**src/rtl/can_bit_timing_ctrl.sv**
```systemverilog
// CAN bit-timing sequencer: tq prescaler, SYNC/SEG1/SEG2 stepping, hard sync.
// Define CAN_RESYNC_EN to add SJW-limited resynchronisation on falling edges.
module can_bit_timing_ctrl #(
  parameter int BRP_W   = 6,
  parameter int TSEG1_W = 4,
  parameter int TSEG2_W = 3,
  parameter int SJW_W   = 2
) (
  input  logic               clock,
  input  logic               reset_n,
  input  logic               enable,
  input  logic [BRP_W-1:0]   brp,
  input  logic [TSEG1_W-1:0] tseg1,
  input  logic [TSEG2_W-1:0] tseg2,
  input  logic [SJW_W-1:0]   sjw,
  input  logic               rx_bit,
  input  logic               falling_edge,
  input  logic               hard_sync_request,
  output logic               tq_tick,
  output logic               bit_start,
  output logic               sample_point,
  output logic               sample_bit,
  output logic [1:0]         seg_state,
  output logic               resync_done
);
  localparam int CNT_W = TSEG1_W + 1;
  localparam int EXT_W = SJW_W + 1;
  localparam logic [1:0] ST_IDLE = 2'd0;
  localparam logic [1:0] ST_SYNC = 2'd1;
  localparam logic [1:0] ST_SEG1 = 2'd2;
  localparam logic [1:0] ST_SEG2 = 2'd3;

  logic [1:0]         state_q, state_d;
  logic [BRP_W-1:0]   presc_q, presc_d, brp_q, brp_d;
  logic [TSEG1_W-1:0] tseg1_q, tseg1_d;
  logic [TSEG2_W-1:0] tseg2_q, tseg2_d;
  logic [SJW_W-1:0]   sjw_q, sjw_d;
  logic [CNT_W-1:0]   cnt_q, cnt_d, cnt_eff;
  logic [EXT_W-1:0]   ext_q, ext_d;
  logic rsd_q, rsd_d, tick_q, tick_d, bstart_q, bstart_d;
  logic spt_q, spt_d, sbit_q, sbit_d;
  logic sync_entry, restart;

`ifdef CAN_RESYNC_EN
  logic [EXT_W-1:0] sjw1;
  logic [CNT_W-1:0] seg2_rem, cnt_p1;
  assign sjw1     = EXT_W'(sjw_q) + EXT_W'(1);
  assign seg2_rem = CNT_W'(tseg2_q) + CNT_W'(1) - cnt_q;
  assign cnt_p1   = cnt_q + CNT_W'(1);
`else
  logic unused_resync;
  assign unused_resync = ^{falling_edge, sjw_q};
`endif

  always_comb begin
    state_d    = state_q;
    presc_d    = presc_q;
    cnt_d      = cnt_q;
    cnt_eff    = cnt_q;
    ext_d      = ext_q;
    rsd_d      = rsd_q;
    brp_d      = brp_q;
    tseg1_d    = tseg1_q;
    tseg2_d    = tseg2_q;
    sjw_d      = sjw_q;
    spt_d      = 1'b0;
    sync_entry = 1'b0;
    restart    = 1'b0;
    sbit_d     = (enable && spt_q) ? rx_bit : sbit_q;

    if (!enable) begin
      state_d = ST_IDLE;
      presc_d = '0;
      cnt_d   = '0;
      ext_d   = '0;
      rsd_d   = 1'b0;
    end else if (hard_sync_request) begin
      sync_entry = 1'b1;
    end else if (state_q != ST_IDLE) begin
      presc_d = tick_q ? '0 : presc_q + BRP_W'(1);
`ifdef CAN_RESYNC_EN
      // one phase correction per bit: lengthen SEG1, or shorten/cut SEG2
      if (falling_edge && !rsd_q) begin
        if (state_q == ST_SEG1) begin
          ext_d = (cnt_p1 > CNT_W'(sjw1)) ? sjw1 : EXT_W'(cnt_p1);
          rsd_d = 1'b1;
        end else if (state_q == ST_SEG2) begin
          if (seg2_rem <= CNT_W'(sjw1)) begin
            restart = 1'b1;
          end else begin
            cnt_eff = cnt_q + CNT_W'(sjw1);
            rsd_d   = 1'b1;
          end
        end
      end
`endif
      if (restart) begin
        sync_entry = 1'b1;
      end else if (tick_q) begin
        case (state_q)
          ST_SYNC: begin
            state_d = ST_SEG1;
            cnt_d   = '0;
          end
          ST_SEG1: begin
            if (cnt_eff == CNT_W'(tseg1_q) + CNT_W'(ext_d)) begin
              state_d = ST_SEG2;
              cnt_d   = '0;
              spt_d   = 1'b1;
            end else begin
              cnt_d = cnt_eff + CNT_W'(1);
            end
          end
          ST_SEG2: begin
            if (cnt_eff == CNT_W'(tseg2_q)) sync_entry = 1'b1;
            else cnt_d = cnt_eff + CNT_W'(1);
          end
          default: ;
        endcase
      end else begin
        cnt_d = cnt_eff;
      end
    end

    // new bit: restart prescaler and pick up the timing fields for this bit
    if (sync_entry) begin
      state_d = ST_SYNC;
      presc_d = '0;
      cnt_d   = '0;
      ext_d   = '0;
      rsd_d   = 1'b0;
      spt_d   = 1'b0;
      brp_d   = brp;
      tseg1_d = tseg1;
      tseg2_d = tseg2;
      sjw_d   = sjw;
    end
    bstart_d = sync_entry;
    tick_d   = (state_d != ST_IDLE) && (presc_d == brp_d);
  end

  always_ff @(posedge clock or negedge reset_n) begin
    if (!reset_n) begin
      state_q  <= ST_IDLE;
      presc_q  <= '0;
      cnt_q    <= '0;
      ext_q    <= '0;
      rsd_q    <= 1'b0;
      brp_q    <= '0;
      tseg1_q  <= '0;
      tseg2_q  <= '0;
      sjw_q    <= '0;
      tick_q   <= 1'b0;
      bstart_q <= 1'b0;
      spt_q    <= 1'b0;
      sbit_q   <= 1'b1;
    end else begin
      state_q  <= state_d;
      presc_q  <= presc_d;
      cnt_q    <= cnt_d;
      ext_q    <= ext_d;
      rsd_q    <= rsd_d;
      brp_q    <= brp_d;
      tseg1_q  <= tseg1_d;
      tseg2_q  <= tseg2_d;
      sjw_q    <= sjw_d;
      tick_q   <= tick_d;
      bstart_q <= bstart_d;
      spt_q    <= spt_d;
      sbit_q   <= sbit_d;
    end
  end

  assign tq_tick      = tick_q;
  assign bit_start    = bstart_q;
  assign sample_point = spt_q;
  assign sample_bit   = sbit_q;
  assign seg_state    = state_q;
  assign resync_done  = rsd_q;
endmodule

```
**config.mk**
```make
export PLATFORM = sky130hd
export DESIGN_NAME = can_bit_timing_ctrl
export DESIGN_NICKNAME = d
export VERILOG_FILES = /design/src/rtl/can_bit_timing_ctrl.sv
export SDC_FILE = /design/constraint.sdc
export NUM_CORES = 1
export LEC_CHECK = 0
export CAP_MARGIN = 20
export CORE_MARGIN = 2
export CORE_UTILIZATION = 50
export CTS_CLUSTER_SIZE = 20
export DETAILED_ROUTE_END_ITERATION = 10
export PLACE_DENSITY = 0.86
export SYNTH_ARGS = -nofsm -noshare
export SYNTH_HDL_FRONTEND = slang
export SYNTH_SLANG_ARGS = --single-unit
```
**constraint.sdc**
```tcl
create_clock -name clock -period 3.15 [get_ports clock]
set_input_delay 0.315 -clock clock [delete_from_list [all_inputs] [get_ports clock]]
set_output_delay 0.315 -clock clock [all_outputs]
set_load 0.02 [all_outputs]
```
==> flow_summary.json, run 1 <==
{
  "outcome": "finished, final reports clean",
  "final_core_util_pct": 63.6,
  "cts_root_buf": "clkbuf_4",
  "syn_avg_cell_area_um2": 9.34,
  "period_share_pct": 76.0,
  "fin_ws_ns": 0.757,
  "slowest_delay_ns": 0.45,
  "p_int_uw": 626,
  "chipWidth_um": 64.5,
  "grt_max_degree": 31,
  "critPathLaunch": "seg_state[0]",
  "tns_ns": 0,
  "r2r_setup_slack_ns": 0.76,
  "leakage_uw": 0.000957,
  "reg2reg_depth": 8,
  "antenna_found_initial": 0,
  "cts_resized": 0,
  "met2_usage_pct": 34.5,
  "critPathSlowestCell": "ha_1",
  "worstSetupPathType": "flop to flop",
  "synthesis.area_um2": 1830,
  "vias_per_cell": 5.50,
  "pwr-share-comb_pct": 16.3,
  "use_met1_pct": 23.9,
  "clock-sinks": 30,
  "hold_violations": 0,
  "insertion_delay_ns": 0.33,
  "track_usage_pct": 20.1,
  "areaGrowthSynthToFinish_pct": 18.7,
  "cts_setup_buffers": 0,
  "cts_buffers": 5,
  "startpoint_type": "flop",
  "totalWireLength_mm": 3.70,
  "required_ns": 3.39,
  "num_antenna_cells": 0,
  "yosys_register_bits": 30,
  "netlist_instances": 196,
  "yosysTopAreaCell": "dfrtp_1",
  "yosysSeqAreaShare_pct": 41.1,
  "dieArea_um2": 4160,
  "path_clk_slew_ns": 0.09,
  "switching_share_pct": 26.1,
  "timing.rr.start": "seg_state[0]",
  "path_cells": "inv_1, ha_1, and4bb_2, and3b_1, o21ai_0, a21o_1, nand4_1, nor4_2",
  "grt_pass1_wl_mm": 6.42,
  "fmax_mhz": 418,
  "gp_congestion": 0.850,
  "gr-total-overflow": 0,
  "route.vias.total": 1480,
  "syn_nets": 222,
  "firstDrtPassIters": 4,
  "synth.top_cells.by_area": "dfrtp_1 40%, nand2_1 8.6%, xnor2_1 3.8%",
  "drt-initial-drc-count": 85,
  "power.total_uw": 847,
  "worst_clock_skew_ns": 0.00866,
  "synthFlopType": "dfrtp_1",
  "dpl.hpwl_mm": 2.77,
  "coreArea_um2": 3420,
  "whs_ns": 0.368,
  "die_h_um": 64.5,
  "cts_tree": "done",
  "ant_nets": 0,
  "yosysWarnings": 0,
  "final.min_clock_period_ns": 2.39,
  "wl_per_cell_um": 13.7,
  "drive_above_1_share_pct": 13.5,
  "ios": 28,
  "gr-max-usage-layer": "met2",
  "synth-edff-count": 0,
  "ctsHoldBuffers": 0,
  "end_kind": "flop",
  "core.rowCount": 21,
  "cp.arrival_ns": 2.63,
  "route.detailed.drc": 0,
  "start_util_pct": 53.6,
  "synthArstFlopShare_pct": 100,
  "seqPwrFrac_pct": 50.1,
  "r2r_end": "tq_tick",
  "hold_class": "input port to async pin",
  "final_nets": 248,
  "synth_top_cell_area_share_pct": 39.6,
  "pre_cts_ws_ns": 0.664,
  "clkPwrFrac_pct": 33.5,
  "p_sw_uw": 221,
  "endpoint": "tq_tick",
  "synthDistinctLibCells": 57,
  "max_cap_viol_count": 0,
  "ir_drop_uv": 269,
  "cts-htree-levels": 2,
  "maxSlewViolCount": 0,
  "setup_viol": 0,
  "grt_pass1_vias": 1457,
  "critical_path_peak_fanout": 10,
  "rsz0062_at_grt": "false",
  "port_buffers": 23,
  "powerDensity_nw_per_um2": 390,
  "use_met3_pct": 5.90,
  "clk_path_buf_depth": 2
}
-- logic make-up (layout without fill, tap and decap cells) --
| logic type | Yosys count | in the layout | synth area share [%] |
|---|---|---|---|
| AOI/OAI and AO/OA | 38 | 38 | 15.6 |
| xor gates and xnor gates | 11 | 11 | 5.67 |
| adders and majority gates | 5 | 5 | 3.42 |
| buffers and inverters | 15 | 42 | 3.96 |
| DFF | 30 | 30 | 41.1 |
| muxes | 5 | 5 | 2.94 |
| other | 1 | 1 | 0.205 |
| and+or+nand+nor | 91 | 91 | 27.1 |
-- stage by stage --
| step | area (µm²) | cells |
|---|---|---|
| CTS | 2170 | 269 |
| finish | 2170 | 269 |
| detailed placement | 2090 | 261 |
| floorplan | 1830 | 196 |
| global route | 2170 | 269 |
| global placement | 2090 | 261 |
-- critical path, delay by kind of cell, from the launching register on --
kind	cells	cell delay (ns)
fa+ha+maj	1	0.45
buf+inv	1	0.09
flops	1	0.42
simple gates	4	0.87
compound gates	2	0.47
-- state kept, by name, summed over array words and instances, names as in the netlist --
name and flops:
sample_bit 1, sample_point 1, seg_state 2, tseg1_q 4, tq_tick 1, presc_q 6, tseg2_q 3, cnt_eff 5
bit_start 1, brp_q 6
-- power by group through the flow --
stage               Clock, µW  Sequential (µW)  Combinational (µW)
finish                    284              425                 138
global route              310              427                 155
CTS                       292              425                 140
detailed placement          0              433                 139
global placement            0              431                 136
floorplan                   0              431                88.8
-- worst min path at each step --
stage	slack (ns)	depth (start not counted)	endpoint
final	0.37	2	brp_q[2]
after global routing	0.39	2	presc_q[2]
after CTS	0.38	2	brp_q[2]
after detailed placement	0.48	2	tseg1_q[3]
after global placement	0.48	2	tseg1_q[3]
after floorplan	0.02	0	bit_start
-- cell usage in the layout (no fill, tap or decap), drive strengths merged, types with 2 or more instances in the layout --
master / instances
mux2: 3
nand2: 42
nand2b: 3
a221oi: 2
nor3b: 7
clkdlybuf4s50: 23
o21ai: 11
and3: 4
a32o: 3
a21oi: 8
clkbuf: 8
nor2: 12
xnor2: 9
dfrtp: 29
buf: 2
a21o: 2
ha: 5
nand4: 2
mux2i: 2
nand3: 5
xor2: 2
and2: 2
inv: 9
a21boi: 2
o211ai: 3
nor2b: 4
nor3: 2
-- per-layer routing --
| layer | vias to the layer above | wire length, µm |
|---|---|---|
| met5 | - | 0 |
| met4 | 0 | 44 |
| met3 | 7 | 177 |
| met2 | 40 | 1860 |
| met1 | 708 | 1610 |
| li1 | 725 | - |
-- final cells by class --
class,count,area (µm²)
Fill cell,299,1240
Sequential cell,30,752
Tap cell,46,57.6
Clock buffer,8,78.8
Inverter,9,33.8
Timing Repair Buffer,25,245
Multi-Input combinational cell,151,1010
-- synth_stat cells (all sizes together), types with 3 or more instances --
library cell,n
buf,4
inv,9
ha,5
a21oi,8
o211ai,3
nand2b,3
dfrtp,29
xnor2,9
a32o,3
nor2,12
nor3b,7
nand2,42
o21ai,11
nand3,5
nor2b,4
and3,4
mux2,3
Note: power is estimated with default switching activity, not from simulation.
==> inputs of run 2 (changes only) <==
Clock period 3.15 ns to 2.44 ns, I/O delays scaled along.
==> run 2 against run 1 <==
Against the previous run: first-iteration DRC count is 7.1% lower; hold slack worse by 0.081 ns; combinational power is 33% higher; worst setup slack worse by 0.50 ns; critical endpoint unchanged; clock-buffer cell count stayed put; critical path depth stayed put; final cell count is 1.1% higher; largest power group unchanged; power is 30% higher; register-to-register slack worse by 0.50 ns; die area stayed put; wire length is 0.43% lower; sequential cell count stayed put.
==> flow_summary.json, run 2 (synthesis results as in run 1) <==
{
  "coreArea_um2": 3420,
  "cts_buffers": 5,
  "die_h_um": 64.5,
  "start_util_pct": 53.6,
  "cts_setup_buffers": 0,
  "path_clk_slew_ns": 0.10,
  "critical_path_peak_fanout": 10,
  "num_antenna_cells": 0,
  "ios": 28,
  "max_cap_viol_count": 0,
  "tns_ns": 0,
  "areaGrowthSynthToFinish_pct": 20.1,
  "startpoint_type": "flop",
  "hold_violations": 0,
  "final.min_clock_period_ns": 2.18,
  "setup_viol": 0,
  "totalWireLength_mm": 3.68,
  "grt_pass1_vias": 1508,
  "layout_commonest_cell": "nand2_1",
  "ir_drop_uv": 342,
  "worst_clock_skew_ns": 0.0104,
  "dieArea_um2": 4160,
  "route.vias.total": 1481,
  "cts_root_buf": "clkbuf_4",
  "insertion_delay_ns": 0.33,
  "port_buffers": 23,
  "ant_nets": 0,
  "grt_max_degree": 31,
  "clock-sinks": 30,
  "route.detailed.drc": 0,
  "powerDensity_nw_per_um2": 501,
  "outcome": "finished, final reports clean",
  "cp.arrival_ns": 2.43,
  "cts-htree-levels": 2,
  "antenna_found_initial": 0,
  "final_core_util_pct": 64.4,
  "drt-initial-drc-count": 79,
  "maxSlewViolCount": 0,
  "rsz0062_at_grt": "false",
  "cts_resized": 0,
  "gr-total-overflow": 0,
  "chipWidth_um": 64.5,
  "ctsHoldBuffers": 0,
  "hold_class": "input port to async pin",
  "gp_congestion": 0.811,
  "required_ns": 2.69,
  "end_kind": "flop",
  "vias_per_cell": 5.44,
  "firstDrtPassIters": 4,
  "fmax_mhz": 458,
  "track_usage_pct": 20.0,
  "core.rowCount": 21,
  "period_share_pct": 89.5,
  "final_cell_mix": "42 x nand2_1, 29 x dfrtp_1, 23 x clkdlybuf4s50_1",
  "cts_tree": "done",
  "grt_pass1_wl_mm": 6.45,
  "dpl.hpwl_mm": 2.76,
  "wl_per_cell_um": 13.5,
  "leakage_uw": 0.000970,
  "final_nets": 251,
  "worstSetupPathType": "flop to flop",
  "clk_path_buf_depth": 2,
  "drive_above_1_share_pct": 15.0
}
-- run 2: layout make-up --
class	instances	area, µm²
fillers	287	1220
multi-input cells	151	1010
flip-flops and latches	30	752
repair buffers	28	268
clock buffers	8	78.8
well taps	46	57.6
inverters	9	33.8
-- run 2: path summary, 6_finish.rpt --
kind | from | end | slack, ns | cells after the start
min reg2reg | brp_q[1] | brp_q[1] | 0.51 | 2
min in group clock | tseg1[1] | tseg1_q[1] | 0.43 | 3
max | seg_state[0] | tq_tick | 0.26 | 8
max reg2reg | seg_state[0] | tq_tick | 0.26 | 8
max in group asynchronous | reset_n | sample_bit | 1.83 | 2
min | reset_n | presc_q[4] | 0.29 | 2
-- run 2: stage by stage --
step	area [µm²]	worst slack, ns	total power (µW)	cells	hold slack [ns]
3_5_place_dp	2120	0.133	742	264	0.490
5_1_grt	2200	0.0944	1160	272	0.315
6_report	2200	0.256	1100	272	0.287
2_1_floorplan	1830	0.240	671	196	-0.0516
4_1_cts	2200	0.130	1110	272	0.296
3_3_place_gp	2120	0.179	736	264	0.480
-- run 2: per-layer routing --
metal,GRT usage (%),vias to the layer above,wire [µm]
met3,5.21,5,179
met2,34.0,37,1860
met1,23.6,697,1600
li1,-,742,-
met4,9.57,0,42
met5,0,-,0
-- run 2: worst max-delay path, stage by stage (launching register included) --
cell,delay [ns]
dfrtp_1,0.42
inv_1,0.09
ha_2,0.33
and4bb_2,0.29
and3b_1,0.16
o21ai_0,0.29
a21o_1,0.13
nand4_1,0.12
nor4_2,0.28
-- run 2: power breakdown --
group / leakage, µW / internal (µW) / switching (µW)
logic: 0.000538 / 88.5 / 94.0
clock network: 0.0000446 / 197 / 173
registers: 0.000387 / 527 / 22.9
total: 0.000970 / 812 / 290
